`config.mk`:
```
export PLATFORM = sky130hd
export DESIGN_NAME = product_accumulator
export DESIGN_NICKNAME = d
export VERILOG_FILES = /design/src/rtl/product_acc_pkg.sv /design/src/rtl/sat_adder.sv /design/src/rtl/product_accumulator.sv
export SDC_FILE = /design/constraint.sdc
export NUM_CORES = 1
export LEC_CHECK = 0
export ABC_AREA = 1
export BUFFER_PORTS_ARGS = -buffer_cell sky130_fd_sc_hd__buf_2
export CORE_MARGIN = 3
export CORE_UTILIZATION = 50
export DETAILED_ROUTE_END_ITERATION = 8
export GPL_TIMING_DRIVEN = 0
export PLACE_DENSITY = 0.69
export SKIP_LAST_GASP = 1
export SYNTH_ARGS = -nofsm -noshare
export SYNTH_HDL_FRONTEND = slang
export SYNTH_HIERARCHICAL = 1
export SYNTH_SLANG_ARGS = --single-unit
export TNS_END_PERCENT = 50
```
`constraint.sdc`:
```
create_clock -name clk_i -period 3 [get_ports clk_i]
set_input_delay 0.6 -clock clk_i [delete_from_list [all_inputs] [get_ports clk_i]]
set_output_delay 0.6 -clock clk_i [all_outputs]
set_load 0.1 [all_outputs]
```
`src/rtl/product_acc_pkg.sv`:
```
// Shared mode encodings, FSM state type and default lane width for product_accumulator.
// Pure declarations; no logic, latency or flow control here.
package product_acc_pkg;

  localparam int LANE_W_DEF = 20;

  localparam logic [1:0] MODE_S8  = 2'b00;
  localparam logic [1:0] MODE_D8  = 2'b01;
  localparam logic [1:0] MODE_S16 = 2'b10;
  localparam logic [1:0] MODE_RSV = 2'b11;

  typedef enum logic [1:0] {
    IDLE  = 2'd0,
    ACCUM = 2'd1,
    HOLD  = 2'd2
  } state_t;

endpackage

```
`src/rtl/sat_adder.sv`:
```
// Unsigned a+b clamped to 2^W-1 with a saturation flag; purely combinational, no backpressure.
// The carry out of a W+1 bit sum is exactly the overflow condition.
module sat_adder #(
  parameter int W = 20
) (
  input  logic [W-1:0] i_a,
  input  logic [W-1:0] i_b,
  output logic [W-1:0] o_sum,
  output logic         o_sat
);

  logic [W:0] w_full;

  assign w_full = {1'b0, i_a} + {1'b0, i_b};
  assign o_sat  = w_full[W];
  assign o_sum  = w_full[W] ? {W{1'b1}} : w_full[W-1:0];

endmodule

```
`src/rtl/product_accumulator.sv`:
```
// Sums a frame of multiplier products (single/dual 8x8 lanes or 16x16); result valid 1 cycle after last product.
// Result is held under valid/ready until accepted; products arriving outside a frame are dropped and flagged.
module product_accumulator
  import product_acc_pkg::*;
#(
  parameter int LANE_W = LANE_W_DEF,
  parameter int CNT_W  = 8
) (
  input  logic                clk_i,
  input  logic                reset_ni,
  input  logic                start_i,
  input  logic                abort_i,
  input  logic [1:0]          cm_i,
  input  logic [CNT_W-1:0]    frame_len_i,
  input  logic [31:0]         product_i,
  input  logic                product_valid_i,
  output logic                mul_enable_o,
  output logic [2*LANE_W-1:0] result_o,
  output logic                result_valid_o,
  input  logic                result_ready_i,
  output logic                sat_o,
  output logic                drop_o,
  output logic                mode_err_o,
  output logic                busy_o
);

  localparam int ACC_W = 2 * LANE_W;

  state_t             r_state;
  state_t             w_state_nxt;
  logic [1:0]         r_mode;
  logic [CNT_W-1:0]   r_cnt;
  logic [ACC_W-1:0]   r_acc;
  logic               r_sat;
  logic               r_drop;
  logic               r_mode_err;
  logic               r_mul_en;
  logic               r_res_vld;

  logic               w_start;
  logic               w_start_rsv;
  logic               w_abort;
  logic               w_take;
  logic               w_last;
  logic               w_hs;

  logic [LANE_W-1:0]  w_sum0;
  logic [LANE_W-1:0]  w_sum1;
  logic [ACC_W-1:0]   w_sumw;
  logic               w_sat0;
  logic               w_sat1;
  logic               w_satw;
  logic [ACC_W-1:0]   w_acc_nxt;
  logic               w_sat_nxt;

  assign w_start     = (r_state == IDLE) && start_i && (cm_i != MODE_RSV);
  assign w_start_rsv = (r_state == IDLE) && start_i && (cm_i == MODE_RSV);
  assign w_abort     = (r_state != IDLE) && abort_i;
  assign w_take      = (r_state == ACCUM) && product_valid_i && !abort_i;
  assign w_last      = w_take && (r_cnt == '0);
  assign w_hs        = (r_state == HOLD) && r_res_vld && result_ready_i && !abort_i;

  sat_adder #(.W(LANE_W)) u_lane0 (
    .i_a   (r_acc[LANE_W-1:0]),
    .i_b   (LANE_W'(product_i[15:0])),
    .o_sum (w_sum0),
    .o_sat (w_sat0)
  );

  sat_adder #(.W(LANE_W)) u_lane1 (
    .i_a   (r_acc[ACC_W-1:LANE_W]),
    .i_b   (LANE_W'(product_i[31:16])),
    .o_sum (w_sum1),
    .o_sat (w_sat1)
  );

  sat_adder #(.W(ACC_W)) u_wide (
    .i_a   (r_acc),
    .i_b   (ACC_W'(product_i)),
    .o_sum (w_sumw),
    .o_sat (w_satw)
  );

  // Lane results share the wide register: lane1 in the upper half, lane0 in the lower.
  always_comb begin
    w_acc_nxt = r_acc;
    w_sat_nxt = 1'b0;
    case (r_mode)
      MODE_S8: begin
        w_acc_nxt = {r_acc[ACC_W-1:LANE_W], w_sum0};
        w_sat_nxt = w_sat0;
      end
      MODE_D8: begin
        w_acc_nxt = {w_sum1, w_sum0};
        w_sat_nxt = w_sat0 | w_sat1;
      end
      MODE_S16: begin
        w_acc_nxt = w_sumw;
        w_sat_nxt = w_satw;
      end
      default: begin
        w_acc_nxt = r_acc;
        w_sat_nxt = 1'b0;
      end
    endcase
  end

  always_ff @(posedge clk_i or negedge reset_ni) begin
    if (!reset_ni) begin
      r_state <= IDLE;
    end else begin
      r_state <= w_state_nxt;
    end
  end

  always_comb begin
    w_state_nxt = r_state;
    case (r_state)
      IDLE: begin
        if (w_start) w_state_nxt = ACCUM;
      end
      ACCUM: begin
        if (abort_i)     w_state_nxt = IDLE;
        else if (w_last) w_state_nxt = HOLD;
      end
      HOLD: begin
        if (abort_i)   w_state_nxt = IDLE;
        else if (w_hs) w_state_nxt = IDLE;
      end
      default: w_state_nxt = IDLE;
    endcase
  end

  always_ff @(posedge clk_i or negedge reset_ni) begin
    if (!reset_ni) begin
      r_mode     <= MODE_S8;
      r_cnt      <= '0;
      r_acc      <= '0;
      r_sat      <= 1'b0;
      r_mode_err <= 1'b0;
      r_mul_en   <= 1'b0;
      r_res_vld  <= 1'b0;
    end else begin
      r_mode_err <= w_start_rsv;
      if (w_start) begin
        r_mode    <= cm_i;
        r_cnt     <= frame_len_i - CNT_W'(1);
        r_acc     <= '0;
        r_sat     <= 1'b0;
        r_mul_en  <= 1'b1;
        r_res_vld <= 1'b0;
      end else if (w_abort) begin
        r_acc     <= '0;
        r_mul_en  <= 1'b0;
        r_res_vld <= 1'b0;
      end else begin
        if (w_take) begin
          r_acc <= w_acc_nxt;
          r_sat <= r_sat | w_sat_nxt;
          r_cnt <= r_cnt - CNT_W'(1);
          if (w_last) begin
            r_mul_en  <= 1'b0;
            r_res_vld <= 1'b1;
          end
        end
        if (w_hs) r_res_vld <= 1'b0;
      end
    end
  end

  // A product coinciding with start is dropped after the start-time clear.
  always_ff @(posedge clk_i or negedge reset_ni) begin
    if (!reset_ni) begin
      r_drop <= 1'b0;
    end else if (w_start) begin
      r_drop <= product_valid_i;
    end else if (product_valid_i && (r_state != ACCUM)) begin
      r_drop <= 1'b1;
    end
  end

  assign mul_enable_o   = r_mul_en;
  assign result_o       = r_acc;
  assign result_valid_o = r_res_vld;
  assign sat_o          = r_sat;
  assign drop_o         = r_drop;
  assign mode_err_o     = r_mode_err;
  assign busy_o         = (r_state != IDLE);

endmodule

```
==> reports/metrics.csv <==
stage;metric;value;unit
cts;cts_max_level;3;
finish;antenna-diode-count;0;
grt;globalRouteOverflowTotal;0;
power;pleak;6.25;nW
routing;route.final.wire_length;30800;µm
place;place.detailed.instances;1915;
timing;worst_hold_slack;0.341;ns
routing;route.antenna.remaining_nets;0;
timing;finalSetupViolCount;0;
synth;synth_cells;1579;
setup_path;slowest_delay;0.41;ns
setup_path;startpoint_to_endpoint_class_of_the_critical_path;reg -> reg;
synth;yosys_register_bits;57;
cts;clock_tree_from_tritoncts;done;
synth;combined_area_of_all_synthesized_cells;9420;µm²
cts;number_of_buffers_added_for_setup_after_cts;0;
setup_path;worst_path_arrival_time;3.02;ns
timing;worst_slew_pin_slew;0.781;ns
power;power.ir.vdd_worst;0.379;mV
cts;path_clk_slew;0.05;ns
setup_path;reg2regPathDepth;13;
floorplanning;dieArea;20500;µm²
finish;layout_commonest_cell;sky130_fd_sc_hd__nand2_1;
synth;ys.warnings.count;6;
grt;grt_pass1_wl;48600;µm
floorplanning;die_x_extent;143;µm
grt;grt_max_degree;58;
floorplanning;die_height;143;µm
routing;drt-wirelength-per-cell;15.9;µm
timing;finClkSkew;0.00964;ns
cts;numCtsBuffers;9;
setup_path;cp_data_required_time;3.22;ns
finish;areaGrowthSynthToFinish;11.5;%
grt;first_global_vias;9589;
place;routabilityCongestion;1.04;
finish;layout.nets;1833;
setup_path;ff2ff_setup_slack;0.20;ns
timing;rsz0062_at_grt;no;
routing;drc;0;
run;drv.max_cap_violation_count;0;
cts;clock_sink_count;57;
power;p_per_area;453;nW/µm²
floorplanning;floorplan.initialDensity;0.517;
floorplanning;ports_placed_on_the_boundary;94;
finish;most-common-layout-cells;sky130_fd_sc_hd__nand2_1 (524), sky130_fd_sc_hd__inv_1 (238), sky130_fd_sc_hd__nand3_1 (121), sky130_fd_sc_hd__nor2_1 (117), sky130_fd_sc_hd__buf_2 (93);
routing;num_vias;10284;
timing;period_share;0.934;
grt;grt.total_usage;0.301;
power;report.power.total;4.76;mW
synth;yosysUniqueCellTypes;48;
synth;netlist.top_cell.by_area;sky130_fd_sc_hd__nand2_1;
floorplanning;fp-row-count;49;
cts;ctsLongestPathBuffers;2;
timing;drv_slew;0;
setup_path;crit_chain;ha_1 -> fa_2 -> nand2_1 -> nand3_1 -> nand3_1 -> nand2_2 -> nand2_1 -> nand3b_4 -> a21oi_4 -> buf_6 -> nand3_1 -> a22oi_1 -> o21ai_0;
floorplanning;design.core.area;18200;µm²
place;hpwl;25900;µm
synth;postSynthAreaPerCell;5.97;µm²
routing;detailedRoute.firstIterationViolations;811;
setup_path;critPathLaunchType;flip-flop;
timing;slew_headroom;0.480;
setup_path;worst_r2r_endpoint;result_o[31];
timing;setup-tns-final;0;ns
setup_path;reg2reg_from;result_o[0];
setup_path;cell_family_contributing_the_most_delay_on_the_critical_path;simple AND/OR/NAND/NOR gates;
hold_path;worstHoldPathType;in -> async;
cts;clock_insertion_delay_worst_skew;0.35;ns
outcome;status;complete, no violations;
finish;fillerInstances;1923;
setup_path;critPathSlowestCell;sky130_fd_sc_hd__dfrtp_1;
grt;antenna_found_initial;0;
cts;clk_root_buffer_cell;sky130_fd_sc_hd__clkbuf_16;
setup_path;critical_path.most_common_cell;sky130_fd_sc_hd__nand3_1;
setup_path;endpoint_kind;flip-flop;
routing;drt-pass1-iter-count;6;
timing;fmax;0.357;GHz
timing;hold_viol;0;
synth;yosysSeqAreaShare;0.151;
synth;netlist_top_cells_area;sky130_fd_sc_hd__nand2_1 (21%), sky130_fd_sc_hd__dfrtp_1 (15%), sky130_fd_sc_hd__ha_1 (11%);
synth;synth_top_cell_area_share;0.209;
routing;post_drt_via_cell_ratio;5.33;
finish;layoutNonFillerInstCount;1931;
timing;fin_crit;2.80;ns
cts;ctsHoldBuffers;0;
setup_path;timing.critical_path.buf_inv;1;
setup_path;worstPathMaxFanout;10;
finish;post_route_cells_drive_above_1_share;0.159;
place;buffer_ports.inserted;92;
per-layer routing:
layer | part of all wire | track usage
met3 | 0.071 | 0.0573
met4 | 0.022 | 0.0753
met2 | 0.42 | 0.465
met1 | 0.48 | 0.433
met5 | 0 | 0
power breakdown:
group | leakage [nW] | switching [mW] | total [mW] | internal [mW]
clock network | 0.131 | 0.402 | 0.958 | 0.556
registers | 0.761 | 0.125 | 1.01 | 0.881
logic | 5.36 | 1.95 | 2.80 | 0.851
total | 6.25 | 2.48 | 4.76 | 2.29
per-stage QoR:
| step | setup slack, ns | utilization | instance area (µm²) |
|---|---|---|---|
| 6_report | 0.199 | 0.577 | 10500 |
| 3_3_place_gp | -0.112 | 0.562 | 10200 |
| 4_1_cts | 0.154 | 0.577 | 10500 |
| 3_5_place_dp | -0.109 | 0.562 | 10200 |
| 5_1_grt | 0.00526 | 0.577 | 10500 |
| 2_1_floorplan | 0.0651 | - | 9480 |
cell type report:
type / instances / area [µm²] / area share
plain buffers: 33 / 264 / 0.0251
clock buffers: 9 / 225 / 0.0214
clock inverters: 7 / 47.5 / 0.00453
inverters: 255 / 962 / 0.0916
multi-input cells: 1249 / 6830 / 0.650
flip-flops and latches: 57 / 1430 / 0.136
well taps: 229 / 287 / 0.0273
repair buffers: 92 / 463 / 0.0441
sequential cells by signal, indices dropped and copies added (netlist names):
signal and count:
mode_err_o 1, r_cnt 8, sat_o 1, r_state 2, mul_enable_o 1, drop_o 1, result_o 40, r_mode 2
result_valid_o 1
synthesized netlist by cell type, drive strengths merged:
library cell	n
a21oi	86
fa	3
xor2	5
nand3b	3
inv	255
a31o	20
and2	6
a21o	1
nor4	2
nor2	132
a22o	1
a31oi	2
o21a	1
nand2	583
o21ai	61
clkbuf	12
xnor2	33
nand3	141
dfrtp	57
a22oi	21
nand4	13
buf	21
ha	85
or2	4
conb	1
nor3	14
o21bai	16
worst max-delay path by stage:
| stage | start | endpoint | slack (ns) | cells past startpoint |
|---|---|---|---|---|
| global route | result_o[0] | result_o[29] | 0.005 | 13 |
| CTS | result_o[0] | result_o[31] | 0.15 | 13 |
| floorplan | result_o[0] | result_o[4] | 0.07 | 14 |
| detailed placement | product_i[0] | result_o[31] | -0.11 | 14 |
| global placement | product_i[0] | result_o[18] | -0.11 | 15 |
| finish | result_o[0] | result_o[31] | 0.20 | 13 |
worst register-to-register path, stage by stage, from the launching register on:
cell and delay [ns]:
sky130_fd_sc_hd__dfrtp_1 0.41, sky130_fd_sc_hd__ha_1 0.27, sky130_fd_sc_hd__fa_2 0.41, sky130_fd_sc_hd__nand2_1 0.11, sky130_fd_sc_hd__nand3_1 0.09, sky130_fd_sc_hd__nand3_1 0.12
sky130_fd_sc_hd__nand2_2 0.11, sky130_fd_sc_hd__nand2_1 0.12, sky130_fd_sc_hd__nand3b_4 0.12, sky130_fd_sc_hd__a21oi_4 0.29, sky130_fd_sc_hd__buf_6 0.22, sky130_fd_sc_hd__nand3_1 0.16
sky130_fd_sc_hd__a22oi_1 0.16, sky130_fd_sc_hd__o21ai_0 0.09
cells by family (layout without fill, tap and decap cells):
group / count (synthesis) / after routing / synth area share
buffers and inverters: 288 / 396 / 0.130
AOI/OAI and AO/OA: 209 / 209 / 0.134
other: 1 / 16 / 0.000398
and+or+nand+nor: 898 / 898 / 0.429
adders and majority gates: 88 / 88 / 0.119
xor gates and xnor gates: 38 / 38 / 0.0353
DFF: 57 / 57 / 0.151
timing repair:
item                                    4_1_cts  5_1_grt
endpoints found under the setup margin        0       20
resized for setup                             0        1
hold endpoints to repair                      0        0
(Power assumes the default switching activity.)
